**src/rtl/pipeline_pkg.sv**
```systemverilog
// -----------------------------------------------------------------------------
// pipeline_pkg
//   Shared constants and types for the instruction fetch path of the 5-stage
//   MIPS pipeline.
//
//   WORD_W        : machine word width
//   NOP_INSN      : instruction word presented to decode when nothing is queued
//   ACCESS_WORD   : IMEM access-size encoding for a full word
//   RW_READ       : IMEM read/write encoding for a read
//   fetch_entry_t : one buffered fetch, {pc, insn}
// -----------------------------------------------------------------------------
package pipeline_pkg;

   localparam int unsigned WORD_W      = 32;
   localparam logic [31:0] NOP_INSN    = 32'h0000_0000;
   localparam logic [1:0]  ACCESS_WORD = 2'b00;
   localparam logic        RW_READ     = 1'b1;

   typedef struct packed {
      logic [31:0] pc;
      logic [31:0] insn;
   } fetch_entry_t;

endpackage

```
**src/rtl/fetchq_fifo.sv**
```systemverilog
// -----------------------------------------------------------------------------
// fetchq_fifo
//   Synchronous FIFO of fetch_entry_t with a single-cycle flush. The head entry
//   is read straight from storage (no write-to-read bypass), so a pushed entry
//   becomes visible the cycle after the push.
//
//   Ports:
//     i_clock  : rising-edge clock
//     i_reset  : synchronous active-high reset, empties the FIFO
//     i_flush  : empties the FIFO at the next edge; overrides push and pop
//     i_push   : write i_data at the tail
//     i_data   : entry to write
//     i_pop    : remove the head entry
//     o_head   : current head entry (contents undefined when empty)
//     o_empty  : no entries stored
//     o_count  : number of stored entries, 0..DEPTH
// -----------------------------------------------------------------------------
module fetchq_fifo
   import pipeline_pkg::*;
#(
   parameter int unsigned DEPTH = 4
) (
   input  logic                     i_clock,
   input  logic                     i_reset,
   input  logic                     i_flush,
   input  logic                     i_push,
   input  fetch_entry_t             i_data,
   input  logic                     i_pop,
   output fetch_entry_t             o_head,
   output logic                     o_empty,
   output logic [$clog2(DEPTH):0]   o_count
);

   localparam int unsigned AW = $clog2(DEPTH);

   localparam logic [AW-1:0] PTR_ONE  = {{(AW-1){1'b0}}, 1'b1};
   localparam logic [AW:0]   CNT_ONE  = {{AW{1'b0}}, 1'b1};
   localparam logic [AW:0]   CNT_FULL = (AW+1)'(DEPTH);

   fetch_entry_t   r_mem [DEPTH];
   logic [AW-1:0]  r_rd_ptr;
   logic [AW-1:0]  r_wr_ptr;
   logic [AW:0]    r_count;

   logic           w_empty;
   logic           w_full;
   logic           w_do_pop;
   logic           w_do_push;

   assign w_empty = (r_count == '0);
   assign w_full  = (r_count == CNT_FULL);

   // Guards keep the FIFO consistent even if the caller misbehaves; a push
   // into a full FIFO is accepted only when a pop frees a slot this cycle.
   assign w_do_pop  = i_pop  && !w_empty && !i_flush && !i_reset;
   assign w_do_push = i_push && (!w_full || w_do_pop) && !i_flush && !i_reset;

   always_ff @(posedge i_clock) begin
      if (i_reset || i_flush) begin
         r_rd_ptr <= '0;
         r_wr_ptr <= '0;
         r_count  <= '0;
      end else begin
         if (w_do_push) begin
            r_wr_ptr <= r_wr_ptr + PTR_ONE;
         end
         if (w_do_pop) begin
            r_rd_ptr <= r_rd_ptr + PTR_ONE;
         end
         unique case ({w_do_push, w_do_pop})
            2'b10:   r_count <= r_count + CNT_ONE;
            2'b01:   r_count <= r_count - CNT_ONE;
            default: r_count <= r_count;
         endcase
      end
   end

   // Storage needs no reset: validity is tracked entirely by r_count.
   always_ff @(posedge i_clock) begin
      if (w_do_push) begin
         r_mem[r_wr_ptr] <= i_data;
      end
   end

   assign o_head  = r_mem[r_rd_ptr];
   assign o_empty = w_empty;
   assign o_count = r_count;

endmodule

```
**src/rtl/fetch_queue.sv**
```systemverilog
// -----------------------------------------------------------------------------
// fetch_queue
//   Instruction prefetch stage between IMEM and decode. Issues sequential word
//   reads, buffers returned {pc, insn} pairs in a FIFO, holds the head while
//   decode stalls, and flushes everything on a taken branch/jump.
//
//   Optional build macro: FETCH_QUEUE_STATS_EN adds flush_count and
//   stall_count outputs. Functional behaviour is identical either way.
//
//   Ports:
//     clock, reset       : rising-edge clock, synchronous active-high reset
//     stall              : decode cannot accept; head is held
//     do_branch          : taken branch/jump resolved in execute
//     pc_effective       : redirect target, valid with do_branch
//     imem_address       : IMEM word address (current fetch pc)
//     imem_access_size   : constant word access
//     imem_rw            : constant read
//     imem_enable        : request strobe
//     imem_data          : IMEM read data, valid the cycle after a request
//     pc_out, insn_out   : head entry (0 / NOP_INSN when empty)
//     insn_valid         : head entry present
//     occupancy          : buffered entry count
//     flush_count        : (stats) valid entries discarded by branches
//     stall_count        : (stats) cycles with stall && insn_valid
// -----------------------------------------------------------------------------
module fetch_queue
   import pipeline_pkg::*;
#(
   parameter logic [31:0] BASE_ADDR = 32'h8002_0000,
   parameter int unsigned DEPTH     = 4,
   parameter logic [31:0] NOP_INSN  = pipeline_pkg::NOP_INSN
) (
   input  logic                     clock,
   input  logic                     reset,
   input  logic                     stall,
   input  logic                     do_branch,
   input  logic [WORD_W-1:0]        pc_effective,
   output logic [WORD_W-1:0]        imem_address,
   output logic [1:0]               imem_access_size,
   output logic                     imem_rw,
   output logic                     imem_enable,
   input  logic [WORD_W-1:0]        imem_data,
   output logic [WORD_W-1:0]        pc_out,
   output logic [WORD_W-1:0]        insn_out,
   output logic                     insn_valid,
   output logic [$clog2(DEPTH):0]   occupancy
`ifdef FETCH_QUEUE_STATS_EN
   ,
   output logic [31:0]              flush_count,
   output logic [31:0]              stall_count
`endif
);

   localparam int unsigned CW = $clog2(DEPTH) + 1;

   // One bit wider than occupancy so occupancy + inflight cannot overflow.
   localparam logic [CW:0] DEPTH_T = (CW+1)'(DEPTH);

   logic [WORD_W-1:0]   r_fetch_pc;
   logic [WORD_W-1:0]   r_inflight_pc;
   logic                r_inflight;

   logic                w_issue;
   logic                w_push;
   logic                w_pop;
   logic                w_empty;
   logic                w_valid;
   logic [CW-1:0]       w_occ;
   logic [CW:0]         w_total;
   fetch_entry_t        w_push_entry;
   fetch_entry_t        w_head;

   // Entries buffered plus the one still on its way back from IMEM; capping
   // requests on this sum guarantees every return has a FIFO slot.
   assign w_total = {1'b0, w_occ} + {{CW{1'b0}}, r_inflight};

   assign w_issue = !reset && !do_branch && (w_total < DEPTH_T);
   assign w_valid = !w_empty;
   assign w_push  = r_inflight && !do_branch;
   assign w_pop   = w_valid && !stall && !do_branch;

   assign w_push_entry.pc   = r_inflight_pc;
   assign w_push_entry.insn = imem_data;

   always_ff @(posedge clock) begin
      if (reset) begin
         r_fetch_pc    <= BASE_ADDR;
         r_inflight    <= 1'b0;
         r_inflight_pc <= '0;
      end else if (do_branch) begin
         // Drop the word returning next cycle and restart at the target.
         r_fetch_pc    <= pc_effective;
         r_inflight    <= 1'b0;
      end else begin
         r_inflight <= w_issue;
         if (w_issue) begin
            r_fetch_pc    <= r_fetch_pc + 32'd4;
            r_inflight_pc <= r_fetch_pc;
         end
      end
   end

   fetchq_fifo #(
      .DEPTH   (DEPTH)
   ) u_fifo (
      .i_clock (clock),
      .i_reset (reset),
      .i_flush (do_branch),
      .i_push  (w_push),
      .i_data  (w_push_entry),
      .i_pop   (w_pop),
      .o_head  (w_head),
      .o_empty (w_empty),
      .o_count (w_occ)
   );

   assign imem_address     = r_fetch_pc;
   assign imem_access_size = ACCESS_WORD;
   assign imem_rw          = RW_READ;
   assign imem_enable      = w_issue;

   assign insn_valid = w_valid;
   assign pc_out     = w_valid ? w_head.pc   : '0;
   assign insn_out   = w_valid ? w_head.insn : NOP_INSN;
   assign occupancy  = w_occ;

`ifdef FETCH_QUEUE_STATS_EN
   logic [31:0] r_flush_count;
   logic [31:0] r_stall_count;

   always_ff @(posedge clock) begin
      if (reset) begin
         r_flush_count <= '0;
         r_stall_count <= '0;
      end else begin
         if (do_branch) begin
            r_flush_count <= r_flush_count + 32'(w_total);
         end
         if (stall && w_valid) begin
            r_stall_count <= r_stall_count + 32'd1;
         end
      end
   end

   assign flush_count = r_flush_count;
   assign stall_count = r_stall_count;
`endif

endmodule

```
**config.mk**
```make
export PLATFORM = sky130hd
export DESIGN_NAME = fetch_queue
export DESIGN_NICKNAME = d
export VERILOG_FILES = /design/src/rtl/pipeline_pkg.sv /design/src/rtl/fetchq_fifo.sv /design/src/rtl/fetch_queue.sv
export SDC_FILE = /design/constraint.sdc
export NUM_CORES = 1
export LEC_CHECK = 0
export CAP_MARGIN = 25
export CORE_MARGIN = 3
export CORE_UTILIZATION = 35
export CTS_BUF_LIST = sky130_fd_sc_hd__clkbuf_2 sky130_fd_sc_hd__clkbuf_4 sky130_fd_sc_hd__clkbuf_8
export CTS_CLUSTER_SIZE = 20
export DETAILED_ROUTE_END_ITERATION = 8
export PLACE_DENSITY_LB_ADDON = 0.2
export SLEW_MARGIN = 25
export SYNTH_ARGS = -nofsm -noshare
export SYNTH_HDL_FRONTEND = slang
export SYNTH_HIERARCHICAL = 1
export SYNTH_SLANG_ARGS = --single-unit
```
**constraint.sdc**
```tcl
create_clock -name clock -period 9.2 [get_ports clock]
set_input_delay 2.76 -clock clock [delete_from_list [all_inputs] [get_ports clock]]
set_output_delay 2.76 -clock clock [all_outputs]
set_load 0.02 [all_outputs]
```
-- After elaboration in Yosys (flattened, before gate mapping)
Memory sizes are Yosys's and may differ from the RTL's. A register that Yosys moved wholly into a read port is not among the register bits.
Cells that the tools add are included.
- memories kept: 1
- output and inout bits: 104
- memory bits (writable): 256
- input port bits: 68
- flip-flop bits (word level): 72
- word-level logic and storage cells: 50
- bits in latches: 0
- ROM bits: 0
- memory list (memory ; depth ; bits a word ; rd ports ; clocked after memory_dff ; write ports ; line ; RTL):
    u_fifo.r_mem ; 4 ; 64 ; 1 ; 1 ; 1 ; fetchq_fifo.sv:40 ; fetch_entry_t r_mem [DEPTH];
- shift operators: 0
- div/mod/pow operators: 0
- order comparisons: 1
- reductions and logical operators: 23
- $mul: 0
- equality and inequality tests: 3
- multiplexer cells: 9
- bitwise operators: 1
- add/sub/neg operators: 6
- operator list (operator ; number):
    $mux 32 ; 4
    $add 32x3->32 const B ; 1
    $logic_and 1x1->1 ; 11
    $pmux 3 s2 ; 1
    $logic_not 1->1 ; 5
    $add 2x1->2 const B ; 2
    $add 3x1->4 ; 1
    $lt 4x3->1 const B ; 1
    $mux 2 ; 2
    $reduce_bool 2->1 ; 2
    $add 3x1->3 const B ; 1
    $eq 3x3->1 const B ; 1
    $logic_not 3->1 ; 1
    $sub 3x1->3 const B ; 1
    $eq 2x1->1 const B ; 1
    $eq 2x2->1 const B ; 1
    $logic_or 1x1->1 ; 2
    $mux 1 ; 2
    $reduce_and 2->1 ; 1
    $reduce_or 2->1 ; 1
    $not 1->1 ; 1

-- Depth between registers and ports, before layout
- depth after elaboration: 13
- gate-level depth with buffers: 12
- gate-level depth less buffers: 11

-- By module
The synthesis kept the hierarchy.
- modules (own cells, without submodules) (module ; sequential area each (µm²) ; times used ; area an instance (µm²) ; cells each):
    fetchq_fifo ; 7867.5 ; 1 ; 9681.8 ; 387
    fetch_queue ; 1301.2 ; 1 ; 3447.1 ; 442

-- Worst setup path before layout
Ideal clock, no wire load.
- path type: input -> output
- start: input do_branch
- end: output imem_enable
- setup slack: 2.751 ns
- cell stages on the path: 3
- path buffers: 1
- arrival: 3.689 ns
- required time: 6.440 ns
- cell sequence: or4_1 inv_1 buf_2
- word-level cells in the longest chain between the ends: 3
- RTL lines (what ; line ; RTL):
    from (decl) ; fetch_queue.sv:36 ; input logic do_branch,
    $logic_not 1->1 ; fetch_queue.sv:77 ; assign w_issue = !reset && !do_branch && (w_total < DEPTH_T);
    $logic_and 1x1->1 (2 in series) ; fetch_queue.sv:77 ;
    to (decl) ; fetch_queue.sv:41 ; output logic imem_enable,
Every way passes these cells.

-- Worst setup path after layout
Ends and elaborated chain as after synthesis.

==> summary.txt <==
Logic synthesis
  – Largest family of logic cells by synthesized area: multiplexers
  – Post-synth EDFFs: 256
  – YS warnings: 6
  – Post-Synth XOR/XNOR Area: 0.01935
  – Yosys reg bits: 330
  – Synthesized area per cell: 15.84 µm²
  – Synth Flop Type: edfxtp_1
  – Simple-Gate Fraction of Synth Area: 0.1042
  – Synth area leader: edfxtp_1
  – Mux share of post-synthesis cell area: 0.1128
  – Cell variety after synth: 52
  – Synth Area in Compound Gates: 0.03888
  – Adder-cell share of the synthesized area: 0.007243
  – Post-synth ARST share: 0
  – Synthesized area: 13,130 µm²
  – Mapped Cells: 829
  – Synth top area share: 0.5855
  – Area contributors post-synth: edfxtp_1, dfxtp_1, mux4_2
  – Part of the Yosys area used for sequential elements: 0.6984

Floorplan
  – Die X: 199.7 µm
  – Number of cell rows: 70
  – Num ports: 172
  – Core box area: 36,790 µm²
  – Initial Util: 0.3569
  – Die area: 39,870 µm²
  – Die Ht: 199.7 µm

Worst setup path
  – Startpoint types: primary input
  – Most common cell on crit path: clkdlybuf4s50_1
  – Critical path type: primary input to output pin
  – Crit-path max cell delay: 610 ps
  – Slowest CP cell: clkdlybuf4s50_1
  – RR Startpoint: u_fifo/o_count[1]$_SDFFE_PP0P_
  – WP depth: 5
  – Family with the most delay on the worst path: buffers and inverters
  – Worst Reg2Reg Path Length in Cells: 12
  – Critical-path cell list: clkdlybuf4s50_1, or4_1, buf_4, inv_1, clkdlybuf4s50_1
  – CP bufs+invs: 4
  – Req. time, crit path: 6440 ps
  – Worst-path maximum fanout: 40
  – R2R setup slack: 5560 ps
  – Crit path DAT: 4710 ps
  – R2r endpoint: u_fifo/o_count[2]$_SDFFE_PP0P_
  – Nature of the critical path endpoint: output pin

Clock tree
  – Number of hold buffers added after CTS: 0
  – Clk_lat worst skew: 580 ps
  – Worst-path clk slew: 50 ps
  – Root buf cell: clkbuf_8
  – Sink Count: 330
  – Post-CTS Setup Inserts: 0
  – H-tree levels: 2
  – CTS tree: yes
  – Worst-case clock buffer depth: 3
  – CTS Buf Count: 55
  – Post-CTS Resized: 0

Place
  – HPWL after detailed placement: 17,550 µm
  – Buffers on Ports: 168
  – GPL Wtd Cong: 0.7868
  – Cell Area, Placed: 15,300 µm²
  – Setup WS pre-CTS: 1714 ps

Global route
  – First-pass GRT wire length: 45,600 µm
  – Initial antenna violation count: 0
  – Gr usage total: 0.1482
  – Grt total ovfl: 0
  – Largest net degree at the start of global routing: 71
  – Vias in the first global route: 7,930

Cells and area
  – Number of fill cells: 3,332
  – Commonest non-fill, non-tap cell in the layout: edfxtp_1
  – Layout cells sized above 1: 0.1773
  – Final Cell Area: 16,420 µm²
  – Synth-to-Final Area Change: 25.05%
  – Nets: 1,095
  – Multi-input gate area: 3745 µm²
  – ANT cells: 0
  – Most frequent cells in the layout: edfxtp_1, clkdlybuf4s50_1, nand2_1
  – Register Area: 9176 µm²

STA
  – Hold slack: 490.4 ps
  – Final WS setup: 1730 ps
  – Max Clk Rate: 133.9 MHz
  – Final Cycle Share: 0.8120
  – Fin Setup TNS: 0 ps
  – Finish-stage setup viols: 0
  – Minimum clock period: 7470 ps
  – Hold Fails Final Rpt: 0
  – RSZ-0062 raised after global routing: no
  – Final Max Tran Viols: 0
  – Worst slew pin tran: 861.3 ps
  – Slew HR: 0.4258
  – Clock skew: 21.51 ps

Run
  – Max-cap violations: 0

Routing
  – WL per Instance: 19.19 µm
  – DRT iter0 DRCs: 360
  – Vias: 7,566
  – Routed WL: 29,430 µm
  – TritonRoute pass-1 iters: 5
  – Antenna violation net count after detailed routing: 0
  – Drc violations: 0
  – Post-DR vias/cell: 4.932

Hold path
  – Hold Path Class: flop to flop
  – Hold Path Sink: r_inflight_pc[0]$_SDFFE_PP0P_
  – Min-delay src: imem_address[0]$_SDFFE_PP0P_
  – Hold depth: 2

Power
  – Pwr/cell area: 184.2 nW/µm²
  – Max rail drop VDD: 0.00008496 V
  – Lkg Pwr: 5.131 nW

Run status
  – Status: completed
[registers in the layout, indices dropped and copies added (netlist names), named ones only]
name and count:
u_fifo/r_rd_ptr 2, r_inflight 1, r_inflight_pc 32, u_fifo/o_count 3
u_fifo/r_wr_ptr 2, u_fifo/r_mem 256, imem_address 32
[worst max path at each step]
| stage | start | to |
|---|---|---|
| after floorplan | do_branch | imem_enable |
| after global placement | do_branch | imem_enable |
| after detailed placement | do_branch | imem_enable |
| after CTS | do_branch | imem_enable |
| after global routing | do_branch | imem_enable |
| final | do_branch | imem_enable |
[layout make-up]
| cell class | instances | area share |
|---|---|---|
| tap | 468 | 0.03567 |
| multi-input combinational | 444 | 0.2281 |
| sequential | 330 | 0.5589 |
| clock buffer | 80 | 0.05830 |
| clock inverter | 23 | 0.007926 |
| inverter | 9 | 0.002058 |
| timing repair buffer | 180 | 0.1091 |
[cell usage after synthesis, types with 2 or more instances]
library cell  number
edfxtp_1         256
nand2_1           82
dfxtp_1           74
nor2b_1           65
mux4_2            64
a21oi_1           45
nor2_1            34
clkbuf_1          23
xnor2_1           18
and3_1            14
a211oi_1          13
nand4_1           13
buf_2             11
nand3_1           11
xor2_1            11
nor3_1             9
inv_1              8
buf_1              7
ha_1               6
and4_1             5
buf_4              5
nor4_1             5
or3_1              5
mux2i_1            4
o21ai_0            4
a311oi_1           3
and2_1             3
o22ai_1            3
conb_1             2
o21bai_1           2
o31ai_1            2
or2_2              2
[worst min-delay path: cells and delay by family, from the launching register on]
kind / cells / cell delay, ps
AND/OR/NAND/NOR: 1 / 70
flip-flops: 1 / 320
AO/OA/AOI/OAI: 1 / 50
[per-stage QoR]
stage                     instances  power (mW)    util
after floorplan                 830       1.725       -
after global placement         1430       1.802  0.4159
after detailed placement       1430       1.803  0.4159
after CTS                      1533       3.079  0.4455
after global routing           1534       3.164  0.4463
final                          1534       3.024  0.4463
[per-layer routing]
layer	up-vias	global-route usage	wire length (µm)
li1	3557	-	-
met1	3745	0.2061	13630
met2	219	0.2330	13510
met3	45	0.03254	1667
met4	0	0.04885	624
met5	-	0	0
[cells by family (layout without fill, tap and decap cells)]
kind of cell | after synthesis | count (layout)
other | 2 | 3
muxes | 68 | 68
and+or+nand+nor | 257 | 257
AOI/OAI and AO/OA | 80 | 80
DFF | 330 | 330
buffers and inverters | 56 | 292
adders and majority gates | 7 | 7
xor gates and xnor gates | 29 | 29
[power by group]
part	total, mW	switching [mW]	leakage (nW)	internal, mW
Combinational	0.127	0.0637	1.68	0.0635
Clock	1.25	0.556	0.590	0.696
Sequential	1.64	0.0260	2.86	1.62
Total	3.02	0.646	5.13	2.38
(Power assumes the default switching activity.)
==> patch 1 (same settings) <==
The option `FETCH_QUEUE_STATS_EN` is turned on by a define.
--- a/src/rtl/fetch_queue.sv
+++ b/src/rtl/fetch_queue.sv
@@ -24,4 +24,6 @@
 //     stall_count        : (stats) cycles with stall && insn_valid
 // -----------------------------------------------------------------------------
+`define FETCH_QUEUE_STATS_EN
+
 module fetch_queue
    import pipeline_pkg::*;
Check against the original RTL (old outputs only; new: flush_count and stall_count): equivalent (equiv_simple and equiv_induct, registers matched by name and starting in step).
==> patch 1 against the original RTL <==
  * Count of clock-buffer cells in the layout is 23 higher
  * Wire length is 33% higher
  * Die area is 22% higher
  * Total power is 23% higher
  * Largest power group unchanged
  * Sequential cell count is 64 higher
  * Via count is 38% higher
  * Cell count is 37% higher
  * Maximum frequency is 3.3% higher
  * Clock power is 31% higher
  * Non-clock buffer count is 68 higher
  * Cell area is 26% higher
  * Synthesized area is 23% higher
  * Worst setup slack better by 240 ps
  * Highest routed layer is now met5
==> patch 1: results (changes against the original RTL) <==
* Run status: completed (unchanged)
* Max VDD drop at 0.0767 mV (was 0.0850 mV)
* Number of routed nets with antenna violations at 0 (unchanged)
* CP Max Fanout at 2 (was 40)
* Fraction of the yosys area taken by sequential cells at 64.7% (was 69.8%)
* Fill cell total of the finished layout at 4154 (was 3332)
* Register containing the most flip-flops in the final layout: u_fifo/r_mem (unchanged)
* Count of cell types in the netlist at 62 (was 52)
* Worst Tran Pin Value at 993 ps (was 861 ps)
* Setup clock skew after layout at 30.4 ps (was 21.5 ps)
* Synth top cells by count: 256 x sky130_fd_sc_hd__edfxtp_1, 138 x sky130_fd_sc_hd__dfxtp_1, 104 x sky130_fd_sc_hd__nand2_1 (was 256 x sky130_fd_sc_hd__edfxtp_1, 82 x sky130_fd_sc_hd__nand2_1, 74 x sky130_fd_sc_hd__dfxtp_1)
* Vias in the first global route at 10728 (was 7930)
* Cells taking the most area after synthesis: sky130_fd_sc_hd__edfxtp_1 48%, sky130_fd_sc_hd__dfxtp_1 17%, sky130_fd_sc_hd__mux4_2 8.9%, sky130_fd_sc_hd__nor2b_1 2.7%, sky130_fd_sc_hd__nand2_1 2.4% (was sky130_fd_sc_hd__edfxtp_1 59%, sky130_fd_sc_hd__dfxtp_1 11%, sky130_fd_sc_hd__mux4_2 11%, sky130_fd_sc_hd__nor2b_1 3.1%, sky130_fd_sc_hd__nand2_1 2.3%)
* Global-route wire length before repair at 61.6 mm (was 45.6 mm)
* Final routed DRC violation total at 0 (unchanged)
* Share of final-layout standard cells stronger than drive strength 1 at 14.5% (was 17.7%)
* Number of flip-flops in the largest register at 256 (unchanged)
* Global-route usage over all layers at 15.9% (was 14.8%)
* Async S/R FF share, synth at 0% (unchanged)
* Maximum number of pins on one net before global-route repair at 70 (was 71)
* Latest clock arrival within the worst-skew pair at just under 600 ps
* DR WL/cell at 18.6 µm (was 19.2 µm)
* Crit path arrival time at 4470 ps (was 4710 ps)
* Leakage at 6.65 nW (was 5.13 nW)
* Number of vias in the routed layout at 10410 (was 7566)
* Hold Path Depth at 2 (unchanged)
* NumNets Final at 1532 (was 1095)
* Iter 0 DRT Violations at 466 (was 360)
* Clock-pin slew of the registers on the worst-case setup and hold paths at 50 ps (about the same)
* Class of the tightest hold or removal check: reg -> reg (unchanged)
* HPWL after DPL at 24.4 mm (was 17.6 mm)
* Gp weighted congestion at 0.815 (was 0.787)
* H-tree lvl count at 3 (was 2)
* Place WS at 1910 ps (was 1710 ps)
* Number of buffers added by the clock tree synthesis step at 71 (was 55)
* CTS root buffer: sky130_fd_sc_hd__clkbuf_8 (unchanged)
* Initial antenna violation count at 3 (was 0)
* First-pass iteration count of the detailed router at 5 (unchanged)
* Count of buffers from port buffering at 232 (was 168)
## patch 1: changes by cell type after synthesis, sizes merged, moves of 17 or more
cell / unedited run / this run
nand3: 12 / 55
nand2: 82 / 104
a21oi: 45 / 28
o21ai: 4 / 21
nor2: 34 / 88
xnor2: 18 / 41
dfxtp: 74 / 138
clkbuf: 24 / 45
## patch 1: worst paths after layout
| kind | start | endpoint | slack (ps) |
|---|---|---|---|
| worst min register to register | imem_address[0]$_SDFFE_PP0P_ | r_inflight_pc[0]$_SDFFE_PP0P_ | 470 |
| worst max register to register | u_fifo/o_count[1]$_SDFFE_PP0P_ | u_fifo/o_count[2]$_SDFFE_PP0P_ | 5560 |
| worst max-delay path | do_branch | imem_enable | 1970 |
| worst min-delay path | imem_address[0]$_SDFFE_PP0P_ | r_inflight_pc[0]$_SDFFE_PP0P_ | 470 |
## patch 1: through the flow
step	instances	instance area (µm²)
final	2103	20600
after CTS	2099	20600
after detailed placement	1974	19100
after floorplan	1192	16200
after global placement	1972	19100
after global routing	2101	20600
## patch 1: report_power, final
group	total (mW)	internal, mW	switching, mW
clock	1.64	0.946	0.698
sequential	1.93	1.90	0.0313
combinational	0.142	0.0672	0.0746
## patch 1: area by class of cell
class | count | area (µm²) | area share, %
tap | 600 | 751 | 3.64
sequential | 394 | 10500 | 50.7
clock inverter | 22 | 153 | 0.740
inverter | 17 | 63.8 | 0.309
timing repair buffer | 248 | 2510 | 12.2
multi-input combinational | 717 | 5410 | 26.2
clock buffer | 103 | 1280 | 6.20
antenna | 2 | 5.00 | 0.0243
## patch 1: logic make-up after synthesis
kind of cell	Yosys count	synth area share, %
adder cells (fa/ha/maj)	15	1.25
AND/OR/NAND/NOR	462	15.0
flip-flops	394	64.7
other	2	0.0465
AO/OA/AOI/OAI	99	3.95
buffers and inverters	81	2.04
multiplexers	73	9.50
XOR/XNOR	65	3.52
## patch 1: per-layer routing
metal	GRT usage, %	up-vias	routed length [µm]
met3	5.84	56	3230
met5	0	-	34
met1	21.4	5099	17800
li1	-	4982	-
met2	24.0	269	17400
met4	5.01	4	676
## patch 1: worst max-delay path, cell delays in order
cell	delay [ps]
sky130_fd_sc_hd__clkdlybuf4s50_1	510
sky130_fd_sc_hd__or3_1	430
sky130_fd_sc_hd__inv_1	140
sky130_fd_sc_hd__clkdlybuf4s50_1	630
==> patch 2 (config.mk and constraints unchanged) <==
Without the edit above. `DEPTH` is set to 4 in 2 places; all go to 8.
--- a/src/rtl/fetchq_fifo.sv
+++ b/src/rtl/fetchq_fifo.sv
@@ -19,5 +19,5 @@
    import pipeline_pkg::*;
 #(
-   parameter int unsigned DEPTH = 4
+   parameter int unsigned DEPTH = 8
 ) (
    input  logic                     i_clock,
--- a/src/rtl/fetch_queue.sv
+++ b/src/rtl/fetch_queue.sv
@@ -28,5 +28,5 @@
 #(
    parameter logic [31:0] BASE_ADDR = 32'h8002_0000,
-   parameter int unsigned DEPTH     = 4,
+   parameter int unsigned DEPTH     = 8,
    parameter logic [31:0] NOP_INSN  = pipeline_pkg::NOP_INSN
 ) (
Interface: changed (resized occupancy); port bits go from 172 to 173. The function was not compared with the original's and may differ.
==> patch 2 against the original RTL <==
  * Synthesized area rose by 78%
  * Clock skew rose by 1.1 ps
  * Non-clock buffer count rose by 16
  * Maximum frequency rose by 0.50%
  * Total power rose by 77%
  * Worst setup slack improved by 37 ps
  * Sequential cell count rose by 260
  * Combinational power rose by 10%
  * Cell count rose by 60%
  * First-iteration DRC count rose by 130%
  * Cell area rose by 71%
  * Via count rose by 66%
  * Wire length rose by 86%
  * Hold slack improved by 42 ps
  * Critical path type unchanged
==> patch 2: results (changes against the original RTL) <==
* Fill cell total of the finished layout at 5812 (was 3332)
* Crit path arrival time at 4670 ps (was 4710 ps)
* Number of synthesized flops with an enable pin at 512 (was 256)
* Power density relative to cell area at 191 mW/mm² (was 184 mW/mm²)
* Mean number of vias per cell at 5.09 (was 4.93)
* Maximum number of pins on one net before global-route repair at 73 (was 71)
* Post-Route M1 WL at 25.6 mm (was 13.6 mm)
* Number of cells in the finished layout apart from fillers at 2460 (was 1534)
* HPWL after DPL at 31.0 mm (was 17.6 mm)
* Worst Tran Pin Value at 1030 ps (was 861 ps)
* Leakage at 8.55 nW (was 5.13 nW)
* Vias in the first global route at 13402 (was 7930)
* Initial antenna violation count at 2 (was 0)
* Synth top cells by count: 512 x sky130_fd_sc_hd__edfxtp_1, 128 x sky130_fd_sc_hd__mux4_2, 85 x sky130_fd_sc_hd__nand2_1 (was 256 x sky130_fd_sc_hd__edfxtp_1, 82 x sky130_fd_sc_hd__nand2_1, 74 x sky130_fd_sc_hd__dfxtp_1)
* Gp weighted congestion at 0.785 (was 0.787)
* Fraction of the yosys area taken by sequential cells at 72.3% (was 69.8%)
* Power in combinational cells at 0.140 mW (was 0.127 mW)
* Wire length on met3 at 2.85 mm (was 1.67 mm)
* Number of cells produced by synthesis at 1287 (was 829)
* Largest stage delay on the critical path at 680 ps (was 610 ps)
* CP Max Fanout at 35 (was 40)
* Iter 0 DRT Violations at 837 (was 360)
* Run status: completed (unchanged)
* Setup clock skew after layout at 22.6 ps (was 21.5 ps)
* NumNets Final at 1585 (was 1095)
* Total placed instance area at 0.0261 mm² (was 0.0153 mm²)
* H-tree lvl count at 3 (was 2)
* Placed cell count at 2273 (was 1430)
patch 2: cell types whose count changed after synthesis, moves of 13 or more:
cell	unedited run	this run
sky130_fd_sc_hd__xnor2_1	18	4
sky130_fd_sc_hd__mux2_2	0	65
sky130_fd_sc_hd__clkbuf_1	23	42
sky130_fd_sc_hd__mux4_2	64	128
sky130_fd_sc_hd__edfxtp_1	256	512
sky130_fd_sc_hd__nor2_1	34	47
patch 2: kinds of logic (layout without fill, tap and decap cells):
kind of cell | after synthesis | in the layout | synth area share, %
xor+xnor | 16 | 16 | 0.598
buf+inv | 86 | 392 | 1.87
other cells | 2 | 5 | 0.0321
simple gates | 292 | 292 | 6.53
flops | 590 | 590 | 72.3
compound gates | 96 | 96 | 2.67
mux | 199 | 199 | 15.7
fa+ha+maj | 6 | 6 | 0.320
patch 2: path summary, 6_finish.rpt:
kind              slack [ps]  cells past startpoint                            start                              end
setup reg to reg        5130                      8   u_fifo/o_count[1]$_SDFFE_PP0P_     u_fifo/r_mem[4][6]$_DFFE_PP_
hold reg to reg          530                      2  u_fifo/r_rd_ptr[2]$_SDFFE_PP0P_  u_fifo/r_rd_ptr[2]$_SDFFE_PP0P_
setup / recovery        1770                      5                        do_branch                      imem_enable
hold / removal           530                      2  u_fifo/r_rd_ptr[2]$_SDFFE_PP0P_  u_fifo/r_rd_ptr[2]$_SDFFE_PP0P_
patch 2: routing by layer:
layer	track usage (%)	vias to the layer above
li1	-	5606
met1	22.4	6501
met2	24.8	338
met3	3.70	85
met4	4.01	0
met5	0	-
patch 2: layout make-up:
class	instances	area share, %
diodes	2	0.0178
clock buffers	150	6.49
clock inverters	34	0.556
inverters	12	0.160
multi-input cells	612	21.7
flip-flops and latches	590	60.2
well taps	864	3.84
repair buffers	196	6.99
